--- src/rtl/ysyx_24100006_pipe_ctrl_if.sv ---
`default_nettype none
// ============================================================================
// Module      : ysyx_24100006_pipe_ctrl_if
// Description : Hazard/sequencing bus between the pipeline stages (master)
//               and the pipeline controller (slave). The perf counter
//               signals exist only when YSYX_24100006_PIPE_PERF_EN is defined.
// Revision    : 1.0 - initial release
// ============================================================================
interface ysyx_24100006_pipe_ctrl_if;
  // ID stage operands
  logic        id_valid;
  logic [3:0]  id_rs1_addr;
  logic [3:0]  id_rs2_addr;
  logic        id_use_rs1;
  logic        id_use_rs2;
  // EXE stage status
  logic        exe_valid;
  logic        exe_is_load;
  logic        exe_gpr_write;
  logic [3:0]  exe_rd;
  logic        exe_is_fence_i;
  logic [31:0] exe_pc_add_4;
  logic        redirect_valid;
  // Memory / icache status
  logic        mem_idle;
  logic        icache_flush_done;
  // Controls back to the pipeline
  logic        stall_if;
  logic        stall_id;
  logic        bubble_exe;
  logic        exe_hold;
  logic        flush_if_id;
  logic        flush_id_exe;
  logic        icache_flush_req;
  logic        fence_redirect;
  logic [31:0] fence_redirect_pc;
  logic        flush_err;
`ifdef YSYX_24100006_PIPE_PERF_EN
  logic [31:0] perf_lu_stall;
  logic [31:0] perf_redirect;
  logic [31:0] perf_fence_cyc;
`endif

  modport master (
    output id_valid, id_rs1_addr, id_rs2_addr, id_use_rs1, id_use_rs2,
    output exe_valid, exe_is_load, exe_gpr_write, exe_rd, exe_is_fence_i,
    output exe_pc_add_4, redirect_valid, mem_idle, icache_flush_done,
    input  stall_if, stall_id, bubble_exe, exe_hold, flush_if_id, flush_id_exe,
`ifdef YSYX_24100006_PIPE_PERF_EN
    input  perf_lu_stall, perf_redirect, perf_fence_cyc,
`endif
    input  icache_flush_req, fence_redirect, fence_redirect_pc, flush_err
  );

  modport slave (
    input  id_valid, id_rs1_addr, id_rs2_addr, id_use_rs1, id_use_rs2,
    input  exe_valid, exe_is_load, exe_gpr_write, exe_rd, exe_is_fence_i,
    input  exe_pc_add_4, redirect_valid, mem_idle, icache_flush_done,
    output stall_if, stall_id, bubble_exe, exe_hold, flush_if_id, flush_id_exe,
`ifdef YSYX_24100006_PIPE_PERF_EN
    output perf_lu_stall, perf_redirect, perf_fence_cyc,
`endif
    output icache_flush_req, fence_redirect, fence_redirect_pc, flush_err
  );
endinterface
`default_nettype wire

--- src/rtl/ysyx_24100006_pipe_ctrl.sv ---
`default_nettype none
// ============================================================================
// Module      : ysyx_24100006_pipe_ctrl
// Description : Hazard and sequencing controller for the 5-stage pipeline.
//               Detects ID/EXE load-use hazards, squashes younger work on an
//               EXE redirect and sequences fence.i (drain, icache flush,
//               refetch). Optional perf counters: YSYX_24100006_PIPE_PERF_EN.
// Revision    : 1.0 - initial release
// ============================================================================
module ysyx_24100006_pipe_ctrl #(
  parameter int unsigned FLUSH_TIMEOUT = 256  // 1..511
) (
  input  logic                           clk,
  input  logic                           reset,  // synchronous, active-low
  ysyx_24100006_pipe_ctrl_if.slave       bus
);

  typedef enum logic [2:0] {
    ST_IDLE      = 3'd0,
    ST_DRAIN     = 3'd1,
    ST_FLUSH     = 3'd2,
    ST_WAIT_DONE = 3'd3,
    ST_REFETCH   = 3'd4
  } state_t;

  localparam logic [8:0] C_CNT_LAST = 9'(FLUSH_TIMEOUT - 1);

  state_t      r_state;
  logic [8:0]  r_cnt;
  logic [31:0] r_pc;
  logic        r_err;
  logic        r_flush_req;
  logic        r_fence_redirect;

  logic w_run;
  logic w_idle;
  logic w_fence_det;
  logic w_redirect;
  logic w_rs1_hit;
  logic w_rs2_hit;
  logic w_lu;
  logic w_busy;
  logic w_refetch;

  // While reset is asserted every combinational control is masked to 0.
  assign w_run       = reset;
  assign w_idle      = (r_state == ST_IDLE);
  assign w_fence_det = w_run & w_idle & bus.exe_valid & bus.exe_is_fence_i;
  // A redirect paired with fence.i is illegal; the fence takes precedence.
  assign w_redirect  = w_run & w_idle & bus.redirect_valid & ~bus.exe_is_fence_i;

  assign w_rs1_hit = bus.id_use_rs1 & (bus.id_rs1_addr == bus.exe_rd);
  assign w_rs2_hit = bus.id_use_rs2 & (bus.id_rs2_addr == bus.exe_rd);
  // Load-use only matters in IDLE and when ID is not being squashed.
  assign w_lu = w_run & w_idle & ~w_fence_det & ~w_redirect
              & bus.id_valid & bus.exe_valid & bus.exe_is_load & bus.exe_gpr_write
              & (bus.exe_rd != 4'd0) & (w_rs1_hit | w_rs2_hit);

  assign w_busy    = w_run & ~w_idle;
  assign w_refetch = w_run & (r_state == ST_REFETCH);

  assign bus.stall_if          = w_lu | w_fence_det | w_busy;
  assign bus.stall_id          = w_lu | w_fence_det | w_busy;
  assign bus.bubble_exe        = w_lu;
  // Fence stays in EXE until REFETCH, where it is allowed to retire.
  assign bus.exe_hold          = w_fence_det | (w_busy & ~w_refetch);
  assign bus.flush_if_id       = w_redirect | w_refetch;
  assign bus.flush_id_exe      = w_redirect | w_refetch;
  assign bus.icache_flush_req  = r_flush_req;
  assign bus.fence_redirect    = r_fence_redirect;
  assign bus.fence_redirect_pc = r_pc;
  assign bus.flush_err         = r_err;

  // fence.i sequencer with registered pulse outputs and timeout tracking.
  always_ff @(posedge clk) begin
    if (!reset) begin
      r_state          <= ST_IDLE;
      r_cnt            <= 9'd0;
      r_pc             <= 32'd0;
      r_err            <= 1'b0;
      r_flush_req      <= 1'b0;
      r_fence_redirect <= 1'b0;
    end else begin
      r_flush_req      <= 1'b0;
      r_fence_redirect <= 1'b0;
      case (r_state)
        ST_IDLE: begin
          if (w_fence_det) begin
            r_state <= ST_DRAIN;
            r_pc    <= bus.exe_pc_add_4;
          end
        end
        ST_DRAIN: begin
          if (bus.mem_idle) begin
            r_state     <= ST_FLUSH;
            r_flush_req <= 1'b1;
          end
        end
        ST_FLUSH: begin
          r_state <= ST_WAIT_DONE;
          r_cnt   <= 9'd0;
        end
        ST_WAIT_DONE: begin
          r_cnt <= r_cnt + 9'd1;
          if (bus.icache_flush_done || (r_cnt == C_CNT_LAST)) begin
            r_state          <= ST_REFETCH;
            r_fence_redirect <= 1'b1;
            // A completion arriving on the last allowed cycle is not an error.
            if (!bus.icache_flush_done) begin
              r_err <= 1'b1;
            end
          end
        end
        ST_REFETCH: begin
          r_state <= ST_IDLE;
        end
        default: begin
          r_state <= ST_IDLE;
        end
      endcase
    end
  end

`ifdef YSYX_24100006_PIPE_PERF_EN
  logic [31:0] r_perf_lu;
  logic [31:0] r_perf_redirect;
  logic [31:0] r_perf_fence;

  // Saturating event counters.
  always_ff @(posedge clk) begin
    if (!reset) begin
      r_perf_lu       <= 32'd0;
      r_perf_redirect <= 32'd0;
      r_perf_fence    <= 32'd0;
    end else begin
      if (w_lu && (r_perf_lu != 32'hFFFF_FFFF)) begin
        r_perf_lu <= r_perf_lu + 32'd1;
      end
      if (w_redirect && (r_perf_redirect != 32'hFFFF_FFFF)) begin
        r_perf_redirect <= r_perf_redirect + 32'd1;
      end
      if (w_busy && (r_perf_fence != 32'hFFFF_FFFF)) begin
        r_perf_fence <= r_perf_fence + 32'd1;
      end
    end
  end

  assign bus.perf_lu_stall  = r_perf_lu;
  assign bus.perf_redirect  = r_perf_redirect;
  assign bus.perf_fence_cyc = r_perf_fence;
`endif

endmodule
`default_nettype wire

--- src/flat_wrapper.sv ---
// flat-port wrapper written by rule: the top's interface ports become plain ports
module ysyx_24100006_pipe_ctrl_flat 
#(
  parameter int unsigned FLUSH_TIMEOUT = 256           
)
  (clk, reset, bus_id_valid, bus_id_rs1_addr, bus_id_rs2_addr, bus_id_use_rs1, bus_id_use_rs2, bus_exe_valid, bus_exe_is_load, bus_exe_gpr_write, bus_exe_rd, bus_exe_is_fence_i, bus_exe_pc_add_4, bus_redirect_valid, bus_mem_idle, bus_icache_flush_done, bus_stall_if, bus_stall_id, bus_bubble_exe, bus_exe_hold, bus_flush_if_id, bus_flush_id_exe, bus_icache_flush_req, bus_fence_redirect, bus_fence_redirect_pc, bus_flush_err);
  ysyx_24100006_pipe_ctrl_if bus_i ();
  input  logic clk;
  input  logic reset;
  input wire logic [$bits(bus_i.id_valid)-1:0] bus_id_valid;
  input wire logic [$bits(bus_i.id_rs1_addr)-1:0] bus_id_rs1_addr;
  input wire logic [$bits(bus_i.id_rs2_addr)-1:0] bus_id_rs2_addr;
  input wire logic [$bits(bus_i.id_use_rs1)-1:0] bus_id_use_rs1;
  input wire logic [$bits(bus_i.id_use_rs2)-1:0] bus_id_use_rs2;
  input wire logic [$bits(bus_i.exe_valid)-1:0] bus_exe_valid;
  input wire logic [$bits(bus_i.exe_is_load)-1:0] bus_exe_is_load;
  input wire logic [$bits(bus_i.exe_gpr_write)-1:0] bus_exe_gpr_write;
  input wire logic [$bits(bus_i.exe_rd)-1:0] bus_exe_rd;
  input wire logic [$bits(bus_i.exe_is_fence_i)-1:0] bus_exe_is_fence_i;
  input wire logic [$bits(bus_i.exe_pc_add_4)-1:0] bus_exe_pc_add_4;
  input wire logic [$bits(bus_i.redirect_valid)-1:0] bus_redirect_valid;
  input wire logic [$bits(bus_i.mem_idle)-1:0] bus_mem_idle;
  input wire logic [$bits(bus_i.icache_flush_done)-1:0] bus_icache_flush_done;
  output wire logic [$bits(bus_i.stall_if)-1:0] bus_stall_if;
  output wire logic [$bits(bus_i.stall_id)-1:0] bus_stall_id;
  output wire logic [$bits(bus_i.bubble_exe)-1:0] bus_bubble_exe;
  output wire logic [$bits(bus_i.exe_hold)-1:0] bus_exe_hold;
  output wire logic [$bits(bus_i.flush_if_id)-1:0] bus_flush_if_id;
  output wire logic [$bits(bus_i.flush_id_exe)-1:0] bus_flush_id_exe;
  output wire logic [$bits(bus_i.icache_flush_req)-1:0] bus_icache_flush_req;
  output wire logic [$bits(bus_i.fence_redirect)-1:0] bus_fence_redirect;
  output wire logic [$bits(bus_i.fence_redirect_pc)-1:0] bus_fence_redirect_pc;
  output wire logic [$bits(bus_i.flush_err)-1:0] bus_flush_err;
  assign bus_i.id_valid = bus_id_valid;
  assign bus_i.id_rs1_addr = bus_id_rs1_addr;
  assign bus_i.id_rs2_addr = bus_id_rs2_addr;
  assign bus_i.id_use_rs1 = bus_id_use_rs1;
  assign bus_i.id_use_rs2 = bus_id_use_rs2;
  assign bus_i.exe_valid = bus_exe_valid;
  assign bus_i.exe_is_load = bus_exe_is_load;
  assign bus_i.exe_gpr_write = bus_exe_gpr_write;
  assign bus_i.exe_rd = bus_exe_rd;
  assign bus_i.exe_is_fence_i = bus_exe_is_fence_i;
  assign bus_i.exe_pc_add_4 = bus_exe_pc_add_4;
  assign bus_i.redirect_valid = bus_redirect_valid;
  assign bus_i.mem_idle = bus_mem_idle;
  assign bus_i.icache_flush_done = bus_icache_flush_done;
  assign bus_stall_if = bus_i.stall_if;
  assign bus_stall_id = bus_i.stall_id;
  assign bus_bubble_exe = bus_i.bubble_exe;
  assign bus_exe_hold = bus_i.exe_hold;
  assign bus_flush_if_id = bus_i.flush_if_id;
  assign bus_flush_id_exe = bus_i.flush_id_exe;
  assign bus_icache_flush_req = bus_i.icache_flush_req;
  assign bus_fence_redirect = bus_i.fence_redirect;
  assign bus_fence_redirect_pc = bus_i.fence_redirect_pc;
  assign bus_flush_err = bus_i.flush_err;
  ysyx_24100006_pipe_ctrl #(.FLUSH_TIMEOUT(FLUSH_TIMEOUT)) u_core (.clk(clk), .reset(reset), .bus(bus_i));
endmodule
--- config.mk ---
export PLATFORM = sky130hd
export DESIGN_NAME = ysyx_24100006_pipe_ctrl_flat
export DESIGN_NICKNAME = d
export VERILOG_FILES = /design/src/rtl/ysyx_24100006_pipe_ctrl_if.sv /design/src/rtl/ysyx_24100006_pipe_ctrl.sv /design/src/flat_wrapper.sv
export SDC_FILE = /design/constraint.sdc
export NUM_CORES = 1
export LEC_CHECK = 0
export ABC_AREA = 1
export CAP_MARGIN = 20
export CORE_UTILIZATION = 35
export DETAILED_ROUTE_END_ITERATION = 7
export PLACE_DENSITY = 0.69
export SYNTH_ARGS = -nofsm -noshare
export SYNTH_HDL_FRONTEND = slang
export SYNTH_SLANG_ARGS = --single-unit
--- constraint.sdc ---
create_clock -name clk -period 2.25 [get_ports clk]
set_clock_uncertainty 0.15 [all_clocks]
set_input_delay 0.3375 -clock clk [delete_from_list [all_inputs] [get_ports clk]]
set_output_delay 0.3375 -clock clk [all_outputs]
set_load 0.01 [all_outputs]
Word-level counts from Yosys, hierarchy flattened

Index checks and enable logic that the tools add are counted.

Logic and storage cells: 62
Register bits after elaboration: 47

Equality and inequality tests: 10
$add $sub $neg: 1
Reductions and logical operators: 9
Bitwise logic cells: 29
Multiplexer cells: 7

Operators with widths:

| operator                                      | number |
|---|---|
| AND 1 bit                                     | 18 |
| case mux 9 bit (2 select lines)               | 1 |
| case mux 3 bit (4 select lines)               | 1 |
| adder 9 x 1 -> 9 bit, second input constant   | 1 |
| == test 9 x 8 -> 1 bit, second input constant | 1 |
| two-way mux 3 bit                             | 3 |
| == test 4 bit                                 | 2 |
| == test 3 x 2 -> 1 bit, second input constant | 2 |
| NOT 1 bit                                     | 6 |
| AND reduction 2 bit                           | 3 |
| AND reduction 3 bit                           | 2 |
| OR 1 bit                                      | 5 |
| != test 2 bit, second input constant          | 2 |
| nonzero test 4 bit                            | 1 |
| == test 3 x 1 -> 1 bit, second input constant | 1 |
| == test 3 bit, second input constant          | 1 |
| zero test 3 bit                               | 1 |
| two-way mux 1 bit                             | 2 |
| != test 2 x 1 -> 1 bit, second input constant | 1 |
| nonzero test 2 bit                            | 1 |
| logical OR 1 bit                              | 1 |

Depth between registers and ports, before layout

Gate-level depths: netlist of the first run.

Depth after elaboration: 15
Mapped depth: 11

Worst setup path before layout of the first run

Ideal clock, no wire load.

Path type: register -> output
From: reg u_core.r_state[2]
To: out bus_flush_if_id
Path buffers: 1
Required time: 1.762 ns
Slack: 0.471 ns
Data arrival time: 1.292 ns
Stages on the path, launching flop included: 7
Path through: dfxtp_1 nor2_2 nand2_1 nor2_1 nand2_1 o21ai_0 buf_4

Cells in the longest elaborated chain, start to end: 5

Ends and longest elaborated chain:

| item                   | line                          | RTL |
|---|---|---|
| from (decl)            | ysyx_24100006_pipe_ctrl.sv:28 | `state_t r_state;` |
| from (signal assigned) | ysyx_24100006_pipe_ctrl.sv:77 | `r_state <= ST_IDLE;` |
| from (signal assigned) | ysyx_24100006_pipe_ctrl.sv:89 | `r_state <= ST_DRAIN;` |
| from (signal assigned) | ysyx_24100006_pipe_ctrl.sv:95 | `r_state <= ST_FLUSH;` |
| zero test 3 bit        | ysyx_24100006_pipe_ctrl.sv:47 | `assign w_idle = (r_state == ST_IDLE);` |
| AND 1 bit (3 in a row) | ysyx_24100006_pipe_ctrl.sv:50 | `assign w_redirect = w_run & w_idle & bus.redirect_valid & ~bus.exe_is_fence_i;` |
| OR 1 bit (*)           | -                             |  |
| to (decl)              | flat_wrapper.sv:28            | `output wire logic [$bits(bus_i.flush_if_id)-1:0] bus_flush_if_id;` |

Mark *: on every way between the ends. The rest lies on a longest branch, timed or not.

Worst setup path after layout of the first run

From: in reset
To: out bus_exe_hold

Cells in the longest elaborated chain, start to end: 4

Ends and longest elaborated chain:

| item                                          | line                                                         | RTL |
|---|---|---|
| from (decl)                                   | flat_wrapper.sv:9                                            | `input logic reset;` |
| AND 1 bit, on equally long branches           | ysyx_24100006_pipe_ctrl.sv:48, ysyx_24100006_pipe_ctrl.sv:60 |  |
| AND 1 bit / NOT 1 bit (equally long branches) | ysyx_24100006_pipe_ctrl.sv:48, ysyx_24100006_pipe_ctrl.sv:66 |  |
| AND 1 bit, on equally long branches           | ysyx_24100006_pipe_ctrl.sv:48, ysyx_24100006_pipe_ctrl.sv:66 |  |
| OR 1 bit (*)                                  | ysyx_24100006_pipe_ctrl.sv:66                                | `assign bus.exe_hold = w_fence_det \| (w_busy & ~w_refetch);` |
| to (decl)                                     | flat_wrapper.sv:27                                           | `output wire logic [$bits(bus_i.exe_hold)-1:0] bus_exe_hold;` |

Marks and branches as above.

==> results.md, run 1 <==
- Status: completed
- Final period util: 96.2%
- Critical R2R Launch: u_core.r_cnt[0]
- Core Rows: 28
- Reg2reg setup slack: 400 ps
- Synth area leader: dfxtp_1
- Placer congestion estimate: 0.796
- Vias in the first global route: 1809
- Initial antenna violation count: 0
- Post CTS Setup Buffer Count: 0
- Slowest cell on crit path: clkdlybuf4s50_1
- CTS Sinks: 47
- Most frequent cells in the layout: clkdlybuf4s50_1, nand2_1, dfxtp_1
- Final worst path period need: 2160 ps
- Port Buffers: 96
- Predominant post-synthesis flop cell: dfxtp_1
- Synth warn: 0
- Reg2reg path depth: 11
- Largest net degree at the start of global routing: 38
- Vias per inst: 4.74
- Critical path peak fanout: 4
- Worst slack, placed: -204 ps
- Final ANT Viol Nets: 0
- Die height: 80.8 um
- Final wirelength: 5350 um
- Cell variety after synth: 27
- CP arrival: 1680 ps
- Worst hold path depth: 2
- Post-route setup slack: 86.6 ps
- Io pins: 97
- Net Count, Synth: 340
- Ant diodes: 0
- Setup crit start kind: input port
- Mapped Area: 0.00217 mm2
- Critical path endpoint category: output pin
- Die area: 0.00653 mm2
- Critical setup path kind: in -> out
- Clock slew at reported path FFs: 80 ps
- Min-Delay Startpoint: u_core.bus.fence_redirect_pc[17]
- Post-Route Setup TNS: 0 ps
- Worst VDD drop: 0.324 mV
- Total number of vias: 2154
- Synth top area cells: dfxtp_1, nand2_1, a21oi_2, nand2_2, a21oi_1
- Iteration-0 DRC count of the detailed router: 107
- Finish-stage setup viols: 0
- First-pass GRT wire length: 8220 um
- Layout Utilization: 55.0%
- Fmax: 462 MHz
- Post-synth ARST share: 0%
- Crit-path max cell delay: 490 ps
- Router iterations before antenna repair: 4
- Final Net Count: 436
- Total global-route track usage: 16.5%
- Chip width: 80.8 um
- CTS Buf Count: 5
- Placeable core area: 0.00596 mm2
- Commonest non-fill, non-tap cell in the layout: clkdlybuf4s50_1
- CTS tree: yes
- FF-to-FF End: u_core.r_state[0]
- Max clock buf depth: 2
- Tightest Pin Transition: 522 ps
- Data required, critical path: 1760 ps
- Overflow left after global routing: 0
- Slew Limit Headroom: 65.2%
- H-tree Lvls: 2
- FILL cells: 569
- Post-synth EDFFs: 0
- Residual DRC: 0
- Sequential element share of the synthesized area: 43.3%
- WHS Endpoint: u_core.bus.fence_redirect_pc[17]
- Power per cell area: 507 mW/mm2
- Post-CTS sizing: 7
- WL/cell: 11.8 um
- Critical-path cell list: clkdlybuf4s50_1 -> inv_2 -> nor2_4 -> nand4_4 -> o21ai_0 -> inv_1 -> a31oi_1 -> dlygate4sd2_1
- Max Cap Viol: 0
- Layout cells sized above 1: 17.4%
- Initial Utilization: 36.5%
- Top cell type's share of synthesized area: 43.3%
- Slew Limit Fails: 0
- Leak: 1.19 nW
- Pwr Total: 1.66 mW
- #FFs+latches synth: 47
- Mapped Cells: 282
- Post-DP HPWL: 3770 um
- CTS hold repair buffers: 0
- Hold WC Path Type: reg -> reg
- Clock Latency Late Sink: 300 ps
- Synth-to-Final Area Change: 50.8%
- Avg Inst Size Synth: 7.71 um2
- Clock Tree Root: clkbuf_8
- Hold Violations, Final: 0
## kinds of logic after synthesis
group	Yosys count	share of synthesized area, %
simple gates	131	27.6
compound gates	61	18.0
flops	47	43.3
buf+inv	39	9.10
xor+xnor	2	0.806
fa+ha+maj	2	1.15
## sequential cells by signal (all words and copies together) (netlist names)
| register | count |
|---|---|
| u_core.bus.icache_flush_req | 1 |
| u_core.bus.flush_err | 1 |
| u_core.bus.fence_redirect | 1 |
| u_core.bus.fence_redirect_pc | 32 |
| u_core.r_cnt | 9 |
| u_core.r_state | 3 |
## per-stage QoR
| stage | cells | instance area [um2] | hold slack (ps) |
|---|---|---|---|
| after floorplan | 282 | 2170 | 288 |
| final | 454 | 3280 | 319 |
| after global placement | 446 | 3190 | 297 |
| after CTS | 454 | 3270 | 320 |
| after global routing | 454 | 3280 | 342 |
| after detailed placement | 446 | 3190 | 307 |
## cell usage after synthesis (3+ instances only)
master / instances
nor2_1: 11
nand3_1: 9
a21oi_1: 23
buf_4: 3
a21oi_2: 20
nand2_2: 20
dfxtp_1: 47
nand4_1: 5
o21ai_0: 13
inv_1: 23
nor3_1: 6
nand2_1: 77
buf_2: 7
## worst max-delay path: cells and delay by family
kind | cells | cell delay [ps]
and+or+nand+nor | 2 | 200
buffers and inverters | 4 | 920
AOI/OAI and AO/OA | 2 | 230
## final cells by class
cell class / instances / area (um2) / share of cell area (%)
Tap cell: 75 / 93.8 / 2.86
Sequential cell: 47 / 945 / 28.8
Clock buffer: 6 / 72.6 / 2.21
Timing Repair Buffer: 103 / 1010 / 30.9
Multi-Input combinational cell: 196 / 1050 / 31.9
Clock inverter: 2 / 12.5 / 0.382
Inverter: 25 / 95.1 / 2.90
## power by group
group,switching [mW],leakage (nW),internal [mW],total (mW)
combinational,0.129,0.772,0.169,0.298
clock,0.281,0.0412,0.217,0.498
sequential,0.0130,0.382,0.854,0.867
## routing by layer
metal  track usage, %  wire [um]  vias to the layer above
li1                 -          -                     1099
met4             6.96         98                        0
met1             19.8       2300                      962
met3             6.52        551                        7
met2             26.2       2410                       86
met5                0          0                        -
## worst max-delay path by stage
stage,from,end
after global routing,bus_exe_is_fence_i,bus_bubble_exe
after global placement,reset,bus_stall_if
final,reset,bus_exe_hold
after detailed placement,bus_exe_rd[3],bus_stall_id
after floorplan,u_core.r_state[2],bus_flush_if_id
after CTS,bus_exe_rd[3],bus_stall_id
No activity file was read; power rests on OpenSTA's default activity.
==> run 2: changes to the inputs <==
--- a/config.mk
+++ b/config.mk
@@ -7,9 +7,11 @@
 export LEC_CHECK = 0
 export ABC_AREA = 1
 export CAP_MARGIN = 20
-export CORE_UTILIZATION = 35
+export CELL_PAD_IN_SITES_DETAIL_PLACEMENT = 1
+export CELL_PAD_IN_SITES_GLOBAL_PLACEMENT = 1
+export CORE_UTILIZATION = 29
 export DETAILED_ROUTE_END_ITERATION = 7
-export PLACE_DENSITY = 0.69
+export PLACE_DENSITY = 0.8
 export SYNTH_ARGS = -nofsm -noshare
 export SYNTH_HDL_FRONTEND = slang
 export SYNTH_SLANG_ARGS = --single-unit
==> run 2 against run 1 <==
Routed wire length increased by 15%. Setup slack improved by 27 ps. Combinational power increased by 3%. Critical path depth unchanged.
==> results.md, run 2 (same netlist as run 1, synthesis figures left out) <==
- Overflow left after global routing: 0 (unchanged)
- CTS Sinks: 47 (unchanged)
- Reg2reg setup slack: 340 ps (was 400 ps)
- Layout cells sized above 1: 17.1% (was 17.4%)
- FILL cells: 918 (was 569)
- Slowest cell on crit path: clkdlybuf4s50_1 (unchanged)
- Slew Limit Headroom: 65.4% (was 65.2%)
- CTS Buf Count: 5 (unchanged)
- Total number of vias: 2166 (was 2154)
- Fin cells: 479 (was 454)
- RSZ-0062 raised after global routing: no
- Final worst path period need: 2140 ps (was 2160 ps)
- Hold Violations, Final: 0 (unchanged)
- Tightest Pin Transition: 519 ps (was 522 ps)
- Power per cell area: 540 mW/mm2 (was 507 mW/mm2)
- Die area: 0.00784 mm2 (was 0.00653 mm2)
- Max clock buf depth: 2 (unchanged)
- Finish-stage setup viols: 0 (unchanged)
- Vias in the first global route: 2223 (was 1809)
- Io pins: 97 (unchanged)
- Die height: 88.6 um (was 80.8 um)
- Vias per inst: 4.52 (was 4.74)
- Critical setup path kind: in -> out (unchanged)
- Status: completed (unchanged)
- CTS tree: yes (unchanged)
- Port Buffers: 96 (unchanged)
- Max Cap Viol: 0 (unchanged)
- Clock Latency Late Sink: 280 ps (was 300 ps)
- Clock Tree Root: clkbuf_8 (unchanged)
- Slew Limit Fails: 0 (unchanged)
- Residual DRC: 0 (unchanged)
- Top cell family by delay on the critical path: buffers and inverters (unchanged)
- H-tree Lvls: 2 (unchanged)
- Final wirelength: 6160 um (was 5350 um)
- Data required, critical path: 1760 ps (about the same)
- DP Cell Count: 471 (was 446)
- Placeable core area: 0.00725 mm2 (was 0.00596 mm2)
- Final period util: 94.9% (was 96.2%)
- Hold WC Path Type: reg -> reg (unchanged)
- Synth-to-Final Area Change: 53.9% (was 50.8%)
- Final ANT Viol Nets: 0 (unchanged)
- Number of flip-flops in the largest register: 32 (unchanged)
- CP arrival: 1650 ps (was 1680 ps)
- Clock slew at reported path FFs: 80 ps (about the same)
- Total global-route track usage: 15.7% (was 16.5%)
- Post-route setup slack: 114 ps (was 86.6 ps)
- Initial Utilization: 30.0% (was 36.5%)
- Router iterations before antenna repair: 4 (unchanged)
- Iteration-0 DRC count of the detailed router: 26 (was 107)
- Crit path buf inv count: 4 (unchanged)
- Core Rows: 31 (was 28)
- Worst slack, placed: -241 ps (was -204 ps)
- First-pass GRT wire length: 9650 um (was 8220 um)
- Leak: 1.22 nW (was 1.19 nW)
- Final Net Count: 437 (was 436)
- Chip width: 88.6 um (was 80.8 um)
- Worst VDD drop: 0.262 mV (was 0.324 mV)
- Critical path endpoint category: output pin (unchanged)
- Fmax: 468 MHz (was 462 MHz)
- Commonest non-fill, non-tap cell in the layout: clkdlybuf4s50_1 (unchanged)
- WL/cell: 12.9 um (was 11.8 um)
- Initial antenna violation count: 0 (unchanged)
- Largest net degree at the start of global routing: 38 (unchanged)
- Critical path peak fanout: 4 (unchanged)
- Placer congestion estimate: 0.761 (was 0.796)
- Ant diodes: 0 (unchanged)
- Post-DP HPWL: 4680 um (was 3770 um)
- Setup crit start kind: input port (unchanged)
- Critical-path cell list: clkdlybuf4s50_1 -> inv_2 -> nor2_4 -> nand4_4 -> o21ai_0 -> inv_1 -> a31oi_1 -> clkdlybuf4s15_1 (was clkdlybuf4s50_1 -> inv_2 -> nor2_4 -> nand4_4 -> o21ai_0 -> inv_1 -> a31oi_1 -> dlygate4sd2_1)
- Crit-path max cell delay: 490 ps (about the same)
- Most frequent cells in the layout: clkdlybuf4s50_1, nand2_1, dfxtp_1 (unchanged)
- Post CTS Setup Buffer Count: 0 (unchanged)
[run 2: final timing paths]
check / startpoint / endpoint / depth (start not counted)
worst max-delay path: reset / bus_exe_hold / 8
worst min-delay path: u_core.r_cnt[7] / u_core.r_cnt[7] / 2
worst max register to register: u_core.r_cnt[0] / u_core.r_state[0] / 11
worst min register to register: u_core.r_cnt[7] / u_core.r_cnt[7] / 2
[run 2: report_power, final]
group | switching, mW | total (mW) | internal, mW
Clock | 0.274 | 0.633 | 0.360
Combinational | 0.134 | 0.306 | 0.172
Sequential | 0.0130 | 0.867 | 0.854
Total | 0.420 | 1.81 | 1.39
[run 2: cell type report]
cell class | instances | area, um2 | area share (%)
multi-input cells | 196 | 1040 | 31.1
repair buffers | 104 | 1030 | 30.7
flip-flops and latches | 47 | 941 | 28.1
well taps | 99 | 124 | 3.70
inverters | 25 | 95.1 | 2.84
clock buffers | 6 | 82.6 | 2.47
clock inverters | 2 | 35.0 | 1.05
[run 2: per-layer routing]
layer	global-route usage [%]	part of all wire, %	vias up
met5	0	0	-
li1	-	-	1099
met1	16.9	41	997
met3	3.54	7.7	2
met4	4.84	0.70	0
met2	30.1	50	68
[run 2: repair_timing]
action                     4_1_cts  5_1_grt
hold buffers                     0        0
resized for setup                7        8
gates cloned                     0        0
setup endpoints to repair        6        4
hold endpoints to repair         0        0
[run 2: worst min-delay path, stage by stage, from the launching register on]
cell and delay [ps]:
dfxtp_1 320, nand2_1 60, a21oi_1 50
[run 2: metrics by stage]
stage	cell area (um2)	utilization [%]	TNS (ps)	hold slack (ps)	total power, mW
floorplan	2170	-	0	288	1.01
global placement	3240	44.7	-980	297	1.19
detailed placement	3240	44.7	-1230	303	1.20
CTS	3350	46.2	0	317	1.85
global route	3350	46.1	0	344	1.90
finish	3350	46.1	0	313	1.81
==> run 3: changes to the inputs <==
--- a/config.mk
+++ b/config.mk
@@ -11,7 +11,7 @@
 export CELL_PAD_IN_SITES_GLOBAL_PLACEMENT = 1
 export CORE_UTILIZATION = 29
 export DETAILED_ROUTE_END_ITERATION = 7
-export PLACE_DENSITY = 0.8
+export PLACE_DENSITY_LB_ADDON = 0.2
 export SYNTH_ARGS = -nofsm -noshare
 export SYNTH_HDL_FRONTEND = slang
 export SYNTH_SLANG_ARGS = --single-unit
==> run 3 against run 2 <==
Sequential power about the same. Largest power group unchanged. Setup slack better by 12 ps. Routed wire length up 3.9%. Clock power down 20%.
==> results.md, run 3 (same netlist as run 1, synthesis figures left out) <==
- Chip width: 88.6 um (unchanged)
- WHS Endpoint: u_core.r_cnt[7] (unchanged)
- Reg2reg setup slack: 350 ps (was 340 ps)
- Crit path buf inv count: 4 (unchanged)
- Worst hold path depth: 2 (unchanged)
- Critical setup path kind: in -> out (unchanged)
- Post-route setup slack: 126 ps (was 114 ps)
- Final ANT Viol Nets: 0 (unchanged)
- Router iterations before antenna repair: 4 (unchanged)
- Post-CTS sizing: 8 (was 7)
- Slowest cell on crit path: clkdlybuf4s50_1 (unchanged)
- Tightest Pin Transition: 543 ps (was 519 ps)
- Layout Utilization: 45.4% (was 46.1%)
- Io pins: 97 (unchanged)
- CTS hold repair buffers: 0 (unchanged)
- Placeable core area: 0.00725 mm2 (unchanged)
- CTS Buf Count: 5 (unchanged)
- WL/cell: 13.4 um (was 12.9 um)
- Critical-path cell list: clkdlybuf4s50_1 -> inv_2 -> nor2_4 -> nand4_4 -> o21ai_0 -> inv_1 -> a31oi_1 -> clkbuf_2 (was clkdlybuf4s50_1 -> inv_2 -> nor2_4 -> nand4_4 -> o21ai_0 -> inv_1 -> a31oi_1 -> clkdlybuf4s15_1)
- Number of flip-flops in the largest register: 32 (unchanged)
- Largest net degree at the start of global routing: 38 (unchanged)
- Critical R2R Launch: u_core.r_cnt[0] (unchanged)
- Status: completed (unchanged)
- Final period util: 94.4% (was 94.9%)
- Initial antenna violation count: 0 (unchanged)
- Total global-route track usage: 16.4% (was 15.7%)
- Slew Limit Fails: 0 (unchanged)
- Overflow left after global routing: 0 (unchanged)
- Commonest non-fill, non-tap cell in the layout: clkdlybuf4s50_1 (unchanged)
- Post-Route Setup TNS: 0 ps (unchanged)
- Clk pwr share: 30.3% (was 35.1%)
- Worst VDD drop: 0.247 mV (was 0.262 mV)
- Crit-path max cell delay: 500 ps (was 490 ps)
- Finish-stage setup viols: 0 (unchanged)
- Clock Tree Root: clkbuf_8 (unchanged)
- Die area: 0.00784 mm2 (unchanged)
- Final Net Count: 436 (was 437)
- Post CTS Setup Buffer Count: 0 (unchanged)
- Placer congestion estimate: 0.758 (was 0.761)
- H-tree Lvls: 2 (unchanged)
- Synth-to-Final Area Change: 51.4% (was 53.9%)
- FILL cells: 916 (was 918)
- Switch share: 26.2% (was 23.3%)
- CTS Sinks: 47 (unchanged)
- First-pass GRT wire length: 9950 um (was 9650 um)
- Max Cap Viol: 0 (unchanged)
- Most frequent cells in the layout: clkdlybuf4s50_1, nand2_1, dfxtp_1 (unchanged)
- Core Rows: 31 (unchanged)
- RSZ-0062 raised after global routing: no (unchanged)
- CTS tree: yes (unchanged)
- Fmax: 471 MHz (was 468 MHz)
- FF-to-FF End: u_core.r_state[0] (unchanged)
- Setup crit start kind: input port (unchanged)
- Data required, critical path: 1760 ps (about the same)
- Post-DP HPWL: 4760 um (was 4680 um)
- Share of total power in combinational logic: 18.0% (was 17.0%)
- CP arrival: 1640 ps (was 1650 ps)
- Iteration-0 DRC count of the detailed router: 76 (was 26)
- Sequential share of power: 51.7% (was 48.0%)
- Clock Latency Late Sink: 300 ps (was 280 ps)
- Hold Violations, Final: 0 (unchanged)
- Vias per inst: 4.59 (was 4.52)
- Net load switching power: 439 uW (was 420 uW)
- Leak: 1.19 nW (was 1.22 nW)
- Hold WC Path Type: reg -> reg (unchanged)
- Critical path peak fanout: 4 (unchanged)
- Final worst path period need: 2120 ps (was 2140 ps)
- Top cell family by delay on the critical path: buffers and inverters (unchanged)
- Port Buffers: 96 (unchanged)
- Initial Utilization: 30.0% (unchanged)
- Clock slew at reported path FFs: 90 ps (was 80 ps)
- Die height: 88.6 um (unchanged)
- Min-Delay Startpoint: u_core.r_cnt[7] (unchanged)
- Max clock buf depth: 2 (unchanged)
- Final wirelength: 6400 um (was 6160 um)
- Pwr Total: 1.68 mW (was 1.81 mW)
- Vias in the first global route: 2278 (was 2223)
- Reg2reg path depth: 11 (unchanged)
- Worst slack, placed: -298 ps (was -241 ps)
- Residual DRC: 0 (unchanged)
- Critical path endpoint category: output pin (unchanged)
- Total number of vias: 2194 (was 2166)
- Ant diodes: 0 (unchanged)
- Internal power: 1.24 mW (was 1.39 mW)
- Slew Limit Headroom: 63.8% (was 65.4%)
- Hold WS: 320 ps (was 313 ps)
- Power per cell area: 510 mW/mm2 (was 540 mW/mm2)
- Layout cells sized above 1: 17.4% (was 17.1%)
-- run 3: cell count changes in the layout (fill, tap and decap cells not counted), sizes merged --
cell and delta:
buf -1, bufinv -1, clkinvlp +1
-- run 3: how the worst max path moves through the flow --
stage	from	to	cells after the start
5_1_grt	bus_exe_rd[3]	bus_bubble_exe	10
3_3_place_gp	bus_exe_rd[3]	bus_stall_if	10
6_report	reset	bus_exe_hold	8
4_1_cts	reset	bus_exe_hold	8
2_1_floorplan	u_core.r_state[2]	bus_flush_if_id	6
3_5_place_dp	reset	bus_exe_hold	8
-- run 3: through the flow --
stage / instance area [um2] / cells
after floorplan: 2170 / 282
final: 3290 / 478
after global placement: 3210 / 470
after detailed placement: 3210 / 470
after global routing: 3290 / 478
after CTS: 3290 / 478
-- run 3: area by class of cell --
cell class / count / area, um2 / share of cell area (%)
inverter: 25 / 95.1 / 2.89
multi-input combinational: 196 / 1050 / 31.8
timing repair buffer: 103 / 996 / 30.3
sequential: 47 / 942 / 28.6
clock buffer: 6 / 72.6 / 2.21
tap: 99 / 124 / 3.77
clock inverter: 2 / 12.5 / 0.380
-- run 3: worst register-to-register path, stage by stage, from the launching register on --
cell	delay (ps)
dfxtp_1	380
ha_1	210
nand4_1	140
nor2_1	150
nand2_1	80
nor2_1	90
ha_1	200
inv_1	80
nand3_1	100
nand4_1	100
nand2_1	80
nor2_1	40
-- run 3: routing by layer --
| layer | GRT usage [%] | wire [um] | up-vias |
|---|---|---|---|
| li1 | - | - | 1095 |
| met1 | 17.8 | 2730 | 1025 |
| met2 | 29.9 | 3100 | 69 |
| met3 | 5.32 | 507 | 5 |
| met4 | 5.28 | 61 | 0 |
| met5 | 0 | 0 | - |
-- run 3: power groups by stage --
| stage | registers (mW) | clock network [mW] | logic, mW |
|---|---|---|---|
| 2_1_floorplan | 0.895 | 0 | 0.119 |
| 3_3_place_gp | 0.885 | 0 | 0.302 |
| 3_5_place_dp | 0.886 | 0 | 0.309 |
| 5_1_grt | 0.870 | 0.569 | 0.327 |
| 4_1_cts | 0.867 | 0.531 | 0.307 |
| 6_report | 0.867 | 0.508 | 0.302 |
